`src/rtl/aclk_pkg.sv`:
```
// Shared types, defaults and BCD helpers for the alarm-clock core.
package aclk_pkg;

    localparam int TICKS_PER_SEC_DEF = 10;
    localparam int RING_SECS_DEF     = 60;

    typedef struct packed {
        logic [1:0] h1;
        logic [3:0] h0;
        logic [3:0] m1;
        logic [3:0] m0;
        logic [3:0] s1;
        logic [3:0] s0;
    } bcd_time_t;

    typedef enum logic {
        IDLE    = 1'b0,
        RINGING = 1'b1
    } alarm_state_e;

    // True when HH:MM is a legal 24-hour BCD time (00:00 .. 23:59).
    function automatic logic bcd_valid_hm(
        input logic [1:0] h1,
        input logic [3:0] h0,
        input logic [3:0] m1,
        input logic [3:0] m0
    );
        logic ok;
        ok = (h1 <= 2'd2) && (h0 <= 4'd9) && (m1 <= 4'd5) && (m0 <= 4'd9);
        if ((h1 == 2'd2) && (h0 > 4'd3)) begin
            ok = 1'b0;
        end else begin
            ok = ok;
        end
        return ok;
    endfunction

endpackage

```
`src/rtl/aclk_bcd_time_counter.sv`:
```
// Real-time keeper: prescaler plus BCD HH:MM:SS registers with load and
// one-second increment.
module aclk_bcd_time_counter
    import aclk_pkg::*;
#(
    parameter int TICKS_PER_SEC = TICKS_PER_SEC_DEF
) (
    input  logic       clk,
    input  logic       rst_n,
    input  logic       ld_time,
    input  logic [1:0] h1_in,
    input  logic [3:0] h0_in,
    input  logic [3:0] m1_in,
    input  logic [3:0] m0_in,
    output bcd_time_t  time_o,
    output logic       sec_tick_o,
    output logic       presc_zero_o
);

    localparam int PW = (TICKS_PER_SEC > 1) ? $clog2(TICKS_PER_SEC) : 1;
    localparam logic [PW-1:0] PRESC_MAX = PW'(TICKS_PER_SEC - 1);

    logic [PW-1:0] presc_r;
    logic [PW-1:0] presc_nxt_s;
    bcd_time_t     time_r;
    bcd_time_t     time_nxt_s;
    bcd_time_t     time_inc_s;
    logic          ld_ok_s;
    logic          sec_tick_s;

    assign sec_tick_s   = (presc_r == PRESC_MAX);
    assign ld_ok_s      = ld_time && bcd_valid_hm(h1_in, h0_in, m1_in, m0_in);
    assign time_o       = time_r;
    assign sec_tick_o   = sec_tick_s;
    assign presc_zero_o = (presc_r == {PW{1'b0}});

    // One-second BCD increment with SS/MM carries and 23:59:59 -> 00:00:00 wrap.
    always_comb begin
        time_inc_s = time_r;
        if (time_r.s0 == 4'd9) begin
            time_inc_s.s0 = 4'd0;
            if (time_r.s1 == 4'd5) begin
                time_inc_s.s1 = 4'd0;
                if (time_r.m0 == 4'd9) begin
                    time_inc_s.m0 = 4'd0;
                    if (time_r.m1 == 4'd5) begin
                        time_inc_s.m1 = 4'd0;
                        if ((time_r.h1 == 2'd2) && (time_r.h0 == 4'd3)) begin
                            time_inc_s.h1 = 2'd0;
                            time_inc_s.h0 = 4'd0;
                        end else if (time_r.h0 == 4'd9) begin
                            time_inc_s.h0 = 4'd0;
                            time_inc_s.h1 = time_r.h1 + 2'd1;
                        end else begin
                            time_inc_s.h0 = time_r.h0 + 4'd1;
                        end
                    end else begin
                        time_inc_s.m1 = time_r.m1 + 4'd1;
                    end
                end else begin
                    time_inc_s.m0 = time_r.m0 + 4'd1;
                end
            end else begin
                time_inc_s.s1 = time_r.s1 + 4'd1;
            end
        end else begin
            time_inc_s.s0 = time_r.s0 + 4'd1;
        end
    end

    // Next time/prescaler: a valid load wins over the increment.
    always_comb begin
        time_nxt_s  = time_r;
        presc_nxt_s = presc_r;
        if (ld_ok_s) begin
            time_nxt_s.h1 = h1_in;
            time_nxt_s.h0 = h0_in;
            time_nxt_s.m1 = m1_in;
            time_nxt_s.m0 = m0_in;
            time_nxt_s.s1 = 4'd0;
            time_nxt_s.s0 = 4'd0;
            presc_nxt_s   = {PW{1'b0}};
        end else if (sec_tick_s) begin
            time_nxt_s  = time_inc_s;
            presc_nxt_s = {PW{1'b0}};
        end else begin
            time_nxt_s  = time_r;
            presc_nxt_s = presc_r + PW'(1);
        end
    end

    // Time and prescaler registers.
    always_ff @(posedge clk or negedge rst_n) begin
        if (!rst_n) begin
            time_r  <= '0;
            presc_r <= {PW{1'b0}};
        end else begin
            time_r  <= time_nxt_s;
            presc_r <= presc_nxt_s;
        end
    end

endmodule

```
`src/rtl/aclk_alarm_ctrl.sv`:
```
// Alarm-clock core: time keeper, alarm HH:MM registers, match compare and
// the IDLE/RINGING controller with a seconds-based auto-stop.
module aclk_alarm_ctrl
    import aclk_pkg::*;
#(
    parameter int TICKS_PER_SEC = TICKS_PER_SEC_DEF,
    parameter int RING_SECS     = RING_SECS_DEF
) (
    input  logic       clk,
    input  logic       rst_n,
    input  logic       LD_time,
    input  logic       LD_alarm,
    input  logic [1:0] H_in1,
    input  logic [3:0] H_in0,
    input  logic [3:0] M_in1,
    input  logic [3:0] M_in0,
    input  logic       STOP_al,
    input  logic       AL_ON,
    output logic       Alarm,
    output logic [1:0] H_out1,
    output logic [3:0] H_out0,
    output logic [3:0] M_out1,
    output logic [3:0] M_out0,
    output logic [3:0] S_out1,
    output logic [3:0] S_out0
);

    localparam int RW = (RING_SECS > 0) ? $clog2(RING_SECS + 1) : 1;
    localparam logic [RW-1:0] RING_LOAD = RW'(RING_SECS);

    bcd_time_t    time_s;
    logic         sec_tick_s;
    logic         presc_zero_s;
    logic [1:0]   al_h1_r;
    logic [3:0]   al_h0_r;
    logic [3:0]   al_m1_r;
    logic [3:0]   al_m0_r;
    logic         match_s;
    alarm_state_e state_r;
    alarm_state_e state_nxt_s;
    logic [RW-1:0] ring_r;
    logic [RW-1:0] ring_nxt_s;
    logic         alarm_r;
    logic         alarm_nxt_s;

    aclk_bcd_time_counter #(
        .TICKS_PER_SEC(TICKS_PER_SEC)
    ) u_time (
        .clk          (clk),
        .rst_n        (rst_n),
        .ld_time      (LD_time),
        .h1_in        (H_in1),
        .h0_in        (H_in0),
        .m1_in        (M_in1),
        .m0_in        (M_in0),
        .time_o       (time_s),
        .sec_tick_o   (sec_tick_s),
        .presc_zero_o (presc_zero_s)
    );

    assign H_out1 = time_s.h1;
    assign H_out0 = time_s.h0;
    assign M_out1 = time_s.m1;
    assign M_out0 = time_s.m0;
    assign S_out1 = time_s.s1;
    assign S_out0 = time_s.s0;
    assign Alarm  = alarm_r;

    // Only one cycle per matching minute: seconds at 00 and prescaler at 0.
    assign match_s = (time_s.h1 == al_h1_r) && (time_s.h0 == al_h0_r) &&
                     (time_s.m1 == al_m1_r) && (time_s.m0 == al_m0_r) &&
                     (time_s.s1 == 4'd0) && (time_s.s0 == 4'd0) && presc_zero_s;

    // Alarm HH:MM registers; invalid loads leave them untouched.
    always_ff @(posedge clk or negedge rst_n) begin
        if (!rst_n) begin
            al_h1_r <= 2'd0;
            al_h0_r <= 4'd0;
            al_m1_r <= 4'd0;
            al_m0_r <= 4'd0;
        end else if (LD_alarm && bcd_valid_hm(H_in1, H_in0, M_in1, M_in0)) begin
            al_h1_r <= H_in1;
            al_h0_r <= H_in0;
            al_m1_r <= M_in1;
            al_m0_r <= M_in0;
        end else begin
            al_h1_r <= al_h1_r;
            al_h0_r <= al_h0_r;
            al_m1_r <= al_m1_r;
            al_m0_r <= al_m0_r;
        end
    end

    // Controller state, ring-seconds counter and registered Alarm output.
    always_ff @(posedge clk or negedge rst_n) begin
        if (!rst_n) begin
            state_r <= IDLE;
            ring_r  <= {RW{1'b0}};
            alarm_r <= 1'b0;
        end else begin
            state_r <= state_nxt_s;
            ring_r  <= ring_nxt_s;
            alarm_r <= alarm_nxt_s;
        end
    end

    // Next-state: arm on match, leave on stop, disable or ring timeout.
    always_comb begin
        state_nxt_s = state_r;
        ring_nxt_s  = ring_r;
        case (state_r)
            IDLE: begin
                if (match_s && AL_ON && !STOP_al) begin
                    state_nxt_s = RINGING;
                    ring_nxt_s  = RING_LOAD;
                end else begin
                    state_nxt_s = IDLE;
                    ring_nxt_s  = ring_r;
                end
            end
            RINGING: begin
                if (STOP_al || !AL_ON || (ring_r == {RW{1'b0}})) begin
                    state_nxt_s = IDLE;
                    ring_nxt_s  = {RW{1'b0}};
                end else if (sec_tick_s) begin
                    state_nxt_s = RINGING;
                    ring_nxt_s  = ring_r - RW'(1);
                end else begin
                    state_nxt_s = RINGING;
                    ring_nxt_s  = ring_r;
                end
            end
            default: begin
                state_nxt_s = IDLE;
                ring_nxt_s  = {RW{1'b0}};
            end
        endcase
    end

    // Output decode: Alarm follows the state being entered.
    always_comb begin
        alarm_nxt_s = 1'b0;
        case (state_nxt_s)
            RINGING: alarm_nxt_s = 1'b1;
            IDLE:    alarm_nxt_s = 1'b0;
            default: alarm_nxt_s = 1'b0;
        endcase
    end

endmodule

```
`config.mk`:
```
export PLATFORM = sky130hd
export DESIGN_NAME = aclk_alarm_ctrl
export DESIGN_NICKNAME = d
export VERILOG_FILES = /design/src/rtl/aclk_pkg.sv /design/src/rtl/aclk_bcd_time_counter.sv /design/src/rtl/aclk_alarm_ctrl.sv
export SDC_FILE = /design/constraint.sdc
export NUM_CORES = 1
export LEC_CHECK = 0
export BUFFER_PORTS_ARGS = -buffer_cell sky130_fd_sc_hd__buf_2
export CORE_UTILIZATION = 60
export DETAILED_ROUTE_END_ITERATION = 12
export PLACE_DENSITY = 0.84
export SYNTH_ARGS = -nofsm -noshare
export SYNTH_HDL_FRONTEND = slang
export SYNTH_HIERARCHICAL = 1
export SYNTH_SLANG_ARGS = --single-unit
```
`constraint.sdc`:
```
create_clock -name clk -period 3.7 [get_ports clk]
set_clock_uncertainty 0.05 [all_clocks]
set_input_delay 0.185 -clock clk [delete_from_list [all_inputs] [get_ports clk]]
set_output_delay 0.185 -clock clk [all_outputs]
set_load 0.01 [all_outputs]
```
# After elaboration in Yosys (flattened, before gate mapping)
# Cells that the tools add are included.
# totals
output_inout_bits	23
wordCells	103
register_bits	48
input_bits	20
# op_classes
n_reduce_logical	35
n_addsub	8
eq_ne	15
magnitude_cmp	5
mux	24
bitwise_logic	2
# op_table
op	n
22-bit 2-to-1 mux	2
6-bit 2-to-1 mux	5
4-bit 2-to-1 mux	7
4-bit by 1-bit adder with 4-bit output, second input constant	6
18-bit 2-to-1 mux	1
4-bit equality test, second input constant	4
1-bit logical AND	15
14-bit 2-to-1 mux	1
4-bit equality test	3
4-bit logical NOT	3
6-bit case mux with 2 select lines	1
10-bit 2-to-1 mux	1
2-bit nonzero test	5
4-bit by 3-bit equality test with 1-bit output, second input constant	2
4-bit <= comparator, second input constant	2
6-bit logical NOT	1
6-bit AND reduction	1
6-bit by 1-bit subtractor with 6-bit output, second input constant	1
5-bit AND reduction	1
2-bit equality test, second input constant	2
4-bit by 2-bit equality test with 1-bit output, second input constant	1
4-bit by 2-bit greater-than comparator with 1-bit output, second input constant	1
4-bit by 3-bit <= comparator with 1-bit output, second input constant	1
1-bit case mux with 2 select lines	2
other kinds (14)	20

# Depth between registers and ports, before layout
# Gate-level depths: netlist of run 1.
# logic_depth
ltp_word	13
mapped_depth	10
ltp_nobuf	9

# By module
# The synthesis of run 1 kept the hierarchy.
# by_module_without_submodules
mod	area_per_inst_um2	instances	seq_area_each_um2	cells_each
aclk_bcd_time_counter	1570.3	1	650.6	185
aclk_alarm_ctrl	1188.6	1	525.5	106

# Worst setup path after synthesis of run 1
# Ideal clock, no wire load.
# synth_path
kind	reg2reg
startpoint	register u_time.time_r (netlist bit u_time/time_o[1])
endpoint	register u_time.time_r (netlist bit u_time/time_o[17])
stages_incl_launch_ff	8
slack_ps	1534
path_buffers	0
setup_time_ps	82
synth_period_minus_slack_ps	2166
arrival_ps	2034
t_required_ps	3568
path_cell_list	dfrtp_1 inv_1 ha_1 nand4b_1 or3_4 or3_4 or3_1 a31oi_1
# synth_via
elab_chain_len	3
# synth_lines
item	line	rtl
from (decl)	aclk_bcd_time_counter.sv:25	bcd_time_t time_r;
from (signal assigned)	aclk_bcd_time_counter.sv:98	time_r <= time_nxt_s;
4-bit equality test	aclk_bcd_time_counter.sv:40	if (time_r.s0 == 4'd9) begin
2-bit nonzero test (no source line)	--	
5-bit AND reduction (no source line)	--	
# Every way passes these cells.
# A chain may end at the register's enable or synchronous reset.

# Worst setup path in the final report of run 1
# layout_path
startpoint	register u_time.presc_r[1]
endpoint	register u_time.time_r (netlist bit u_time/time_o[16])
# layout_via
elab_chain_len	3
# layout_lines
item	line	rtl
from (decl)	aclk_bcd_time_counter.sv:23	logic [PW-1:0] presc_r;
from (signal assigned)	aclk_bcd_time_counter.sv:96	presc_r <= {PW{1'b0}};
from (signal assigned)	aclk_bcd_time_counter.sv:99	presc_r <= presc_nxt_s;
4-bit equality test	aclk_bcd_time_counter.sv:31	assign sec_tick_s = (presc_r == PRESC_MAX);
2-bit nonzero test (no source line)	--	
5-bit AND reduction (no source line)	--	
# Every way passes these cells.

==> results.cfg, run 1 <==
[route]
routed_via_density = 5.97
routed_wl_microns = 5950
wire_per_inst_microns = 15.3
ant_nets = 0
vias = 2318
drt_iter0_markers = 182
firstDrtPassIters = 4
drc = 0

[synth]
synth.avg_cell_area_sq_um = 9.48
synth-async-reset-ratio = 1.00
synth_cell_types = 43
synth_area_leaders = dfrtp_1 (43%), mux2_4 (4.9%), xor2_1 (4.8%)
ys.flop_type = dfrtp_1
synth_top_area_share = 0.426
syn_nets = 320
synth-edff-count = 0
syn_inst = 291
synth-seq-cells = 47
synth_area_sq_mm = 0.00276
synth_area_leader_cell = dfrtp_1
ys_seq_area_frac = 0.426
ys_warn_count = 6

[critical_path]
cp.arrival_ns = 2.63
worstSetupEndpointType = flip-flop
r2r_cells = 7
required_ns = 3.86
critical_path.max_fanout = 11
start_kind = flip-flop
path_class = reg -> reg

[placed_design]
post-place-ws_ns = 1.28
gp_congestion = 0.874
hpwl_microns = 4290
numPortBuffers = 42

[power]
ir_worst_vdd_uv = 305
p_leak_uw = 0.00140
power.density_mw_per_mm2 = 558

[grt]
grt_pass1_vias = 2153
antenna_found_initial = 0
overflow = 0
grt_pass1_wl_microns = 10200
grt_max_degree = 48
grt_usage = 0.266

[final_layout]
mostFrequentLayoutCell = dfrtp_1
drive_above_1_share = 0.208
nNetsFinal = 364
final_cell_mix = dfrtp_1 (47), buf_2 (42), nand2_1 (29), o21ai_0 (23), nor2_1 (22)
diodes = 0
syn_to_final_growth_pct = 12.3

[timing]
rsz0062_at_grt = false
finalCritPeriodShare = 0.666
setup_viol = 0
holdWs_ns = -0.00292
timing.fmax_mhz = 406
hold_violations = 3
maxSlewHeadroom = 0.299
drv_slew = 0
setup_tns_ns = 0
setup_ws_ns = 1.24
layout_min_cycle_time_ns = 2.46
worst_pin_slew_ns = 1.05

[floorplan]
die_area_sq_mm = 0.00487
num_io_pins = 43
dieHeight_microns = 69.8
rows = 24
core_sq_mm = 0.00438
start_util = 0.629
die_x_microns = 69.8

[clocking]
cts.sinks = 47
clkLatencyLatePin_ns = 0.30
cts_resized = 0
post_cts_buffers = 0
root_buffer = clkbuf_8
clk_pin_slew_ns = 0.08
cts_buffers = 5
cts_buffer_depth = 2
cts_tree = done
holdBufCountCts = 0
cts-htree-levels = 2

[flow_run]
cap_violations = 0

[status]
violations = hold timing
status = finished, violations left

[hold_path]
hold_class = in -> async
==> worst paths after layout <==
kind,start,to,slack (ns)
worst max-delay path,u_time/presc_r[1],u_time/time_o[16],1.24
worst max register to register,u_time/presc_r[1],u_time/time_o[16],1.24
max in group asynchronous,rst_n,al_h1_r[0],2.93
min in group clk,M_in0[0],u_time/time_o[8],0.07
worst min-delay path,rst_n,u_time/presc_r[2],-0.003
worst min register to register,u_time/presc_r[0],u_time/presc_r[0],0.47
==> synthesized netlist by cell type, types with 2 or more instances <==
cell type  number
nand3_1         7
ha_1            9
nand4b_1        4
o21a_1          2
mux2i_1         5
or4_1           2
clkbuf_1        5
or3_1           3
dfrtp_1        47
xnor2_1         7
nor4_1          7
o21ai_0        23
nand4_1         2
a21oi_1        15
nor3b_1         3
mux2_4          9
nand3b_1        5
inv_1          13
nand2b_1        5
nor2b_1         4
and2_1          2
or3_4           3
nor2_1         22
mux2_2          3
xor2_1         15
nor3_1         18
a31oi_1         7
nand2_1        29
==> final cells by class <==
type,count,area [sq um]
sequential,47,1180
tap,52,65.1
clock buffer,7,76.3
multi-input combinational,225,1510
timing repair buffer,43,218
clock inverter,1,5.00
inverter,13,48.8
fill,348,1290
==> layer usage <==
layer  global-route usage  vias up  part of all wire
li1                     -     1119                 -
met1                0.379     1123              0.47
met2                0.416       70              0.46
met3               0.0480        6             0.051
met4               0.0822        0             0.013
met5                    0        -                 0
==> stage by stage <==
step / power [uW] / util / instances / instance area [sq um] / hold slack, ns
6_report: 1730 / 0.707 / 388 / 3100 / -0.00292
5_1_grt: 1850 / 0.707 / 388 / 3100 / 0.0659
4_1_cts: 1730 / 0.707 / 388 / 3100 / 0.0599
3_5_place_dp: 1420 / 0.688 / 380 / 3020 / 0.377
3_3_place_gp: 1400 / 0.688 / 380 / 3020 / 0.373
2_1_floorplan: 1210 / - / 291 / 2760 / -0.161
==> worst max-delay path, cell delays in order, from the launching register on <==
cell      delay, ns
dfrtp_1        0.40
inv_1          0.08
ha_1           0.14
nand3b_1       0.30
nor4_1         0.90
nand2_1        0.16
xnor2_1        0.16
o21ai_0        0.18
==> flip-flops by register name (all words and copies together) (netlist names) <==
signal,cells
ring_r,6
al_m0_r,4
al_h1_r,2
al_m1_r,4
u_time/presc_r,4
Alarm,1
u_time/time_o,22
al_h0_r,4
==> where the power goes <==
group	internal [uW]	switching [uW]
clock network	133	171
registers	649	192
logic	285	299
==> kinds of logic after synthesis <==
| kind of cell | after synthesis | share of synthesized area |
|---|---|---|
| buffers and inverters | 19 | 0.0286 |
| and+or+nand+nor | 124 | 0.247 |
| muxes | 17 | 0.0794 |
| adders and majority gates | 9 | 0.0408 |
| DFF | 47 | 0.426 |
| AOI/OAI and AO/OA | 53 | 0.108 |
| xor gates and xnor gates | 22 | 0.0698 |
(Power assumes the default switching activity.)
==> run 2, diff against run 1 <==
--- a/config.mk
+++ b/config.mk
@@ -6,9 +6,9 @@
 export NUM_CORES = 1
 export LEC_CHECK = 0
 export BUFFER_PORTS_ARGS = -buffer_cell sky130_fd_sc_hd__buf_2
-export CORE_UTILIZATION = 60
+export CORE_UTILIZATION = 51
 export DETAILED_ROUTE_END_ITERATION = 12
-export PLACE_DENSITY = 0.84
+export PLACE_DENSITY = 0.76
 export SYNTH_ARGS = -nofsm -noshare
 export SYNTH_HDL_FRONTEND = slang
 export SYNTH_HIERARCHICAL = 1
==> constraint.sdc (replaced) <==
create_clock -name clk -period 2.1 [get_ports clk]
set_clock_uncertainty 0.05 [all_clocks]
set_input_delay 0.105 -clock clk [delete_from_list [all_inputs] [get_ports clk]]
set_output_delay 0.105 -clock clk [all_outputs]
set_load 0.01 [all_outputs]
==> results.cfg, run 2 (synthesis gave the netlist of run 1 again) <==
[final_layout]
drive_above_1_share = 0.305
mostFrequentLayoutCell = dfrtp_1
diodes = 0
nNetsFinal = 394
syn_to_final_growth_pct = 24.1
seq_area_sq_mm = 0.00118
multi_input_area_sq_mm = 0.00158
largest_reg_flops = 22
final_cell_mix = dfrtp_1 (44), buf_2 (42), nand2_1 (28), buf_4 (26), nor2_1 (22)
n_fill_cell = 409

[timing]
drv_slew = 0
rsz0062_at_grt = true
setup_tns_ns = -0.0334
setup_viol = 1
timing.fmax_mhz = 469
hold_violations = 0
finalCritPeriodShare = 1.02
maxSlewHeadroom = 0.592
worst_pin_slew_ns = 0.612
layout_min_cycle_time_ns = 2.13
setup_ws_ns = -0.0334

[critical_path]
cp.depth = 7
reg2reg_to = u_time/time_o[17]
max_stage_delay_ns = 0.44
rrSetupSlack_ns = -0.03
timing.critical_path.buf_inv = 1
path_class = reg -> reg
start_kind = flip-flop
required_ns = 2.28
cp.arrival_ns = 2.31
cp_cell_sequence = inv_2 > ha_4 > nand4b_1 > or3_4 > or3_4 > or3_1 > a31oi_1
cpMaxStageDelayCell = or3_4
r2r_cells = 7
cp_top_family = simple AND/OR/NAND/NOR gates
rr_startpoint = u_time/time_o[1]
cp_common_cell = or3_4
critical_path.max_fanout = 4
worstSetupEndpointType = flip-flop

[power]
ir_worst_vdd_uv = 534
power.density_mw_per_mm2 = 972
p_leak_uw = 0.00154

[status]
status = finished, violations left
violations = setup timing

[route]
firstDrtPassIters = 5
drc = 0
vias = 2479
wire_per_inst_microns = 15.8
routed_via_density = 5.71
ant_nets = 0
routed_wl_microns = 6840
drt_iter0_markers = 161

[floorplan]
start_util = 0.533
core_sq_mm = 0.00517
num_io_pins = 43
die_x_microns = 75.6
die_area_sq_mm = 0.00571
dieHeight_microns = 75.6
rows = 26

[placed_design]
post-place-ws_ns = -0.0266
numPortBuffers = 42
gp_congestion = 0.897
hpwl_microns = 4700

[hold_path]
whs_path_depth = 2
hold_start = M_in0[0]
holdPathEnd = al_m0_r[0]
hold_class = in -> reg

[clocking]
cts.sinks = 47
cts_buffers = 5
root_buffer = clkbuf_8
cts_buffer_depth = 2
clk_pin_slew_ns = 0.08
cts_tree = done
clkLatencyLatePin_ns = 0.30
cts-htree-levels = 2

[grt]
grt_pass1_wl_microns = 10600
grt_usage = 0.253
grt_max_degree = 48
grt_pass1_vias = 2295
overflow = 0
antenna_found_initial = 0

[flow_run]
cap_violations = 0
run 2: metrics by stage:
stage	area [sq um]	cells	util	hold slack, ns	power (uW)
2_1_floorplan	2770	291	-	-0.241	2160
3_3_place_gp	3200	418	0.619	0.192	2650
3_5_place_dp	3200	418	0.619	0.192	2700
4_1_cts	3340	431	0.646	0.00646	3250
5_1_grt	3420	434	0.662	0.0258	3550
6_report	3420	434	0.662	0.0203	3330
run 2: worst max-delay path by stage:
stage                      startpoint                 to  slack, ns
detailed placement   u_time/time_o[1]  u_time/time_o[17]      -0.03
floorplan            u_time/time_o[1]  u_time/time_o[17]      -0.02
global placement     u_time/time_o[1]  u_time/time_o[17]       0.02
global route         u_time/time_o[1]  u_time/time_o[20]      -0.11
CTS                 u_time/presc_r[0]  u_time/time_o[12]       0.01
finish               u_time/time_o[1]  u_time/time_o[17]      -0.03
run 2: metal layers:
metal,GRT usage,up-vias,wire [microns]
met1,0.347,1176,3080
li1,-,1184,-
met4,0.107,0,198
met5,0,-,0
met3,0.0489,22,343
met2,0.393,97,3220
run 2: layout make-up:
cell class | instances | share of cell area
Sequential cell | 47 | 0.345
Inverter | 13 | 0.0154
Tap cell | 70 | 0.0256
Timing Repair Buffer | 72 | 0.130
Timing Repair inverter | 1 | 0.00146
Clock buffer | 6 | 0.0212
Multi-Input combinational cell | 225 | 0.462
run 2: power breakdown:
part           internal, uW  switching (uW)
registers              1150             250
logic                   686             732
clock network           223             289
total                  2060            1270
run 2: what timing repair did:
action	in CTS	in global routing
hold buffers	4	0
pin swaps	3	5
endpoints found under the hold margin	51	0
endpoints found under the setup margin	3	22
gates resized for setup	2	14
buffers inserted	3	2
gates cloned	0	1
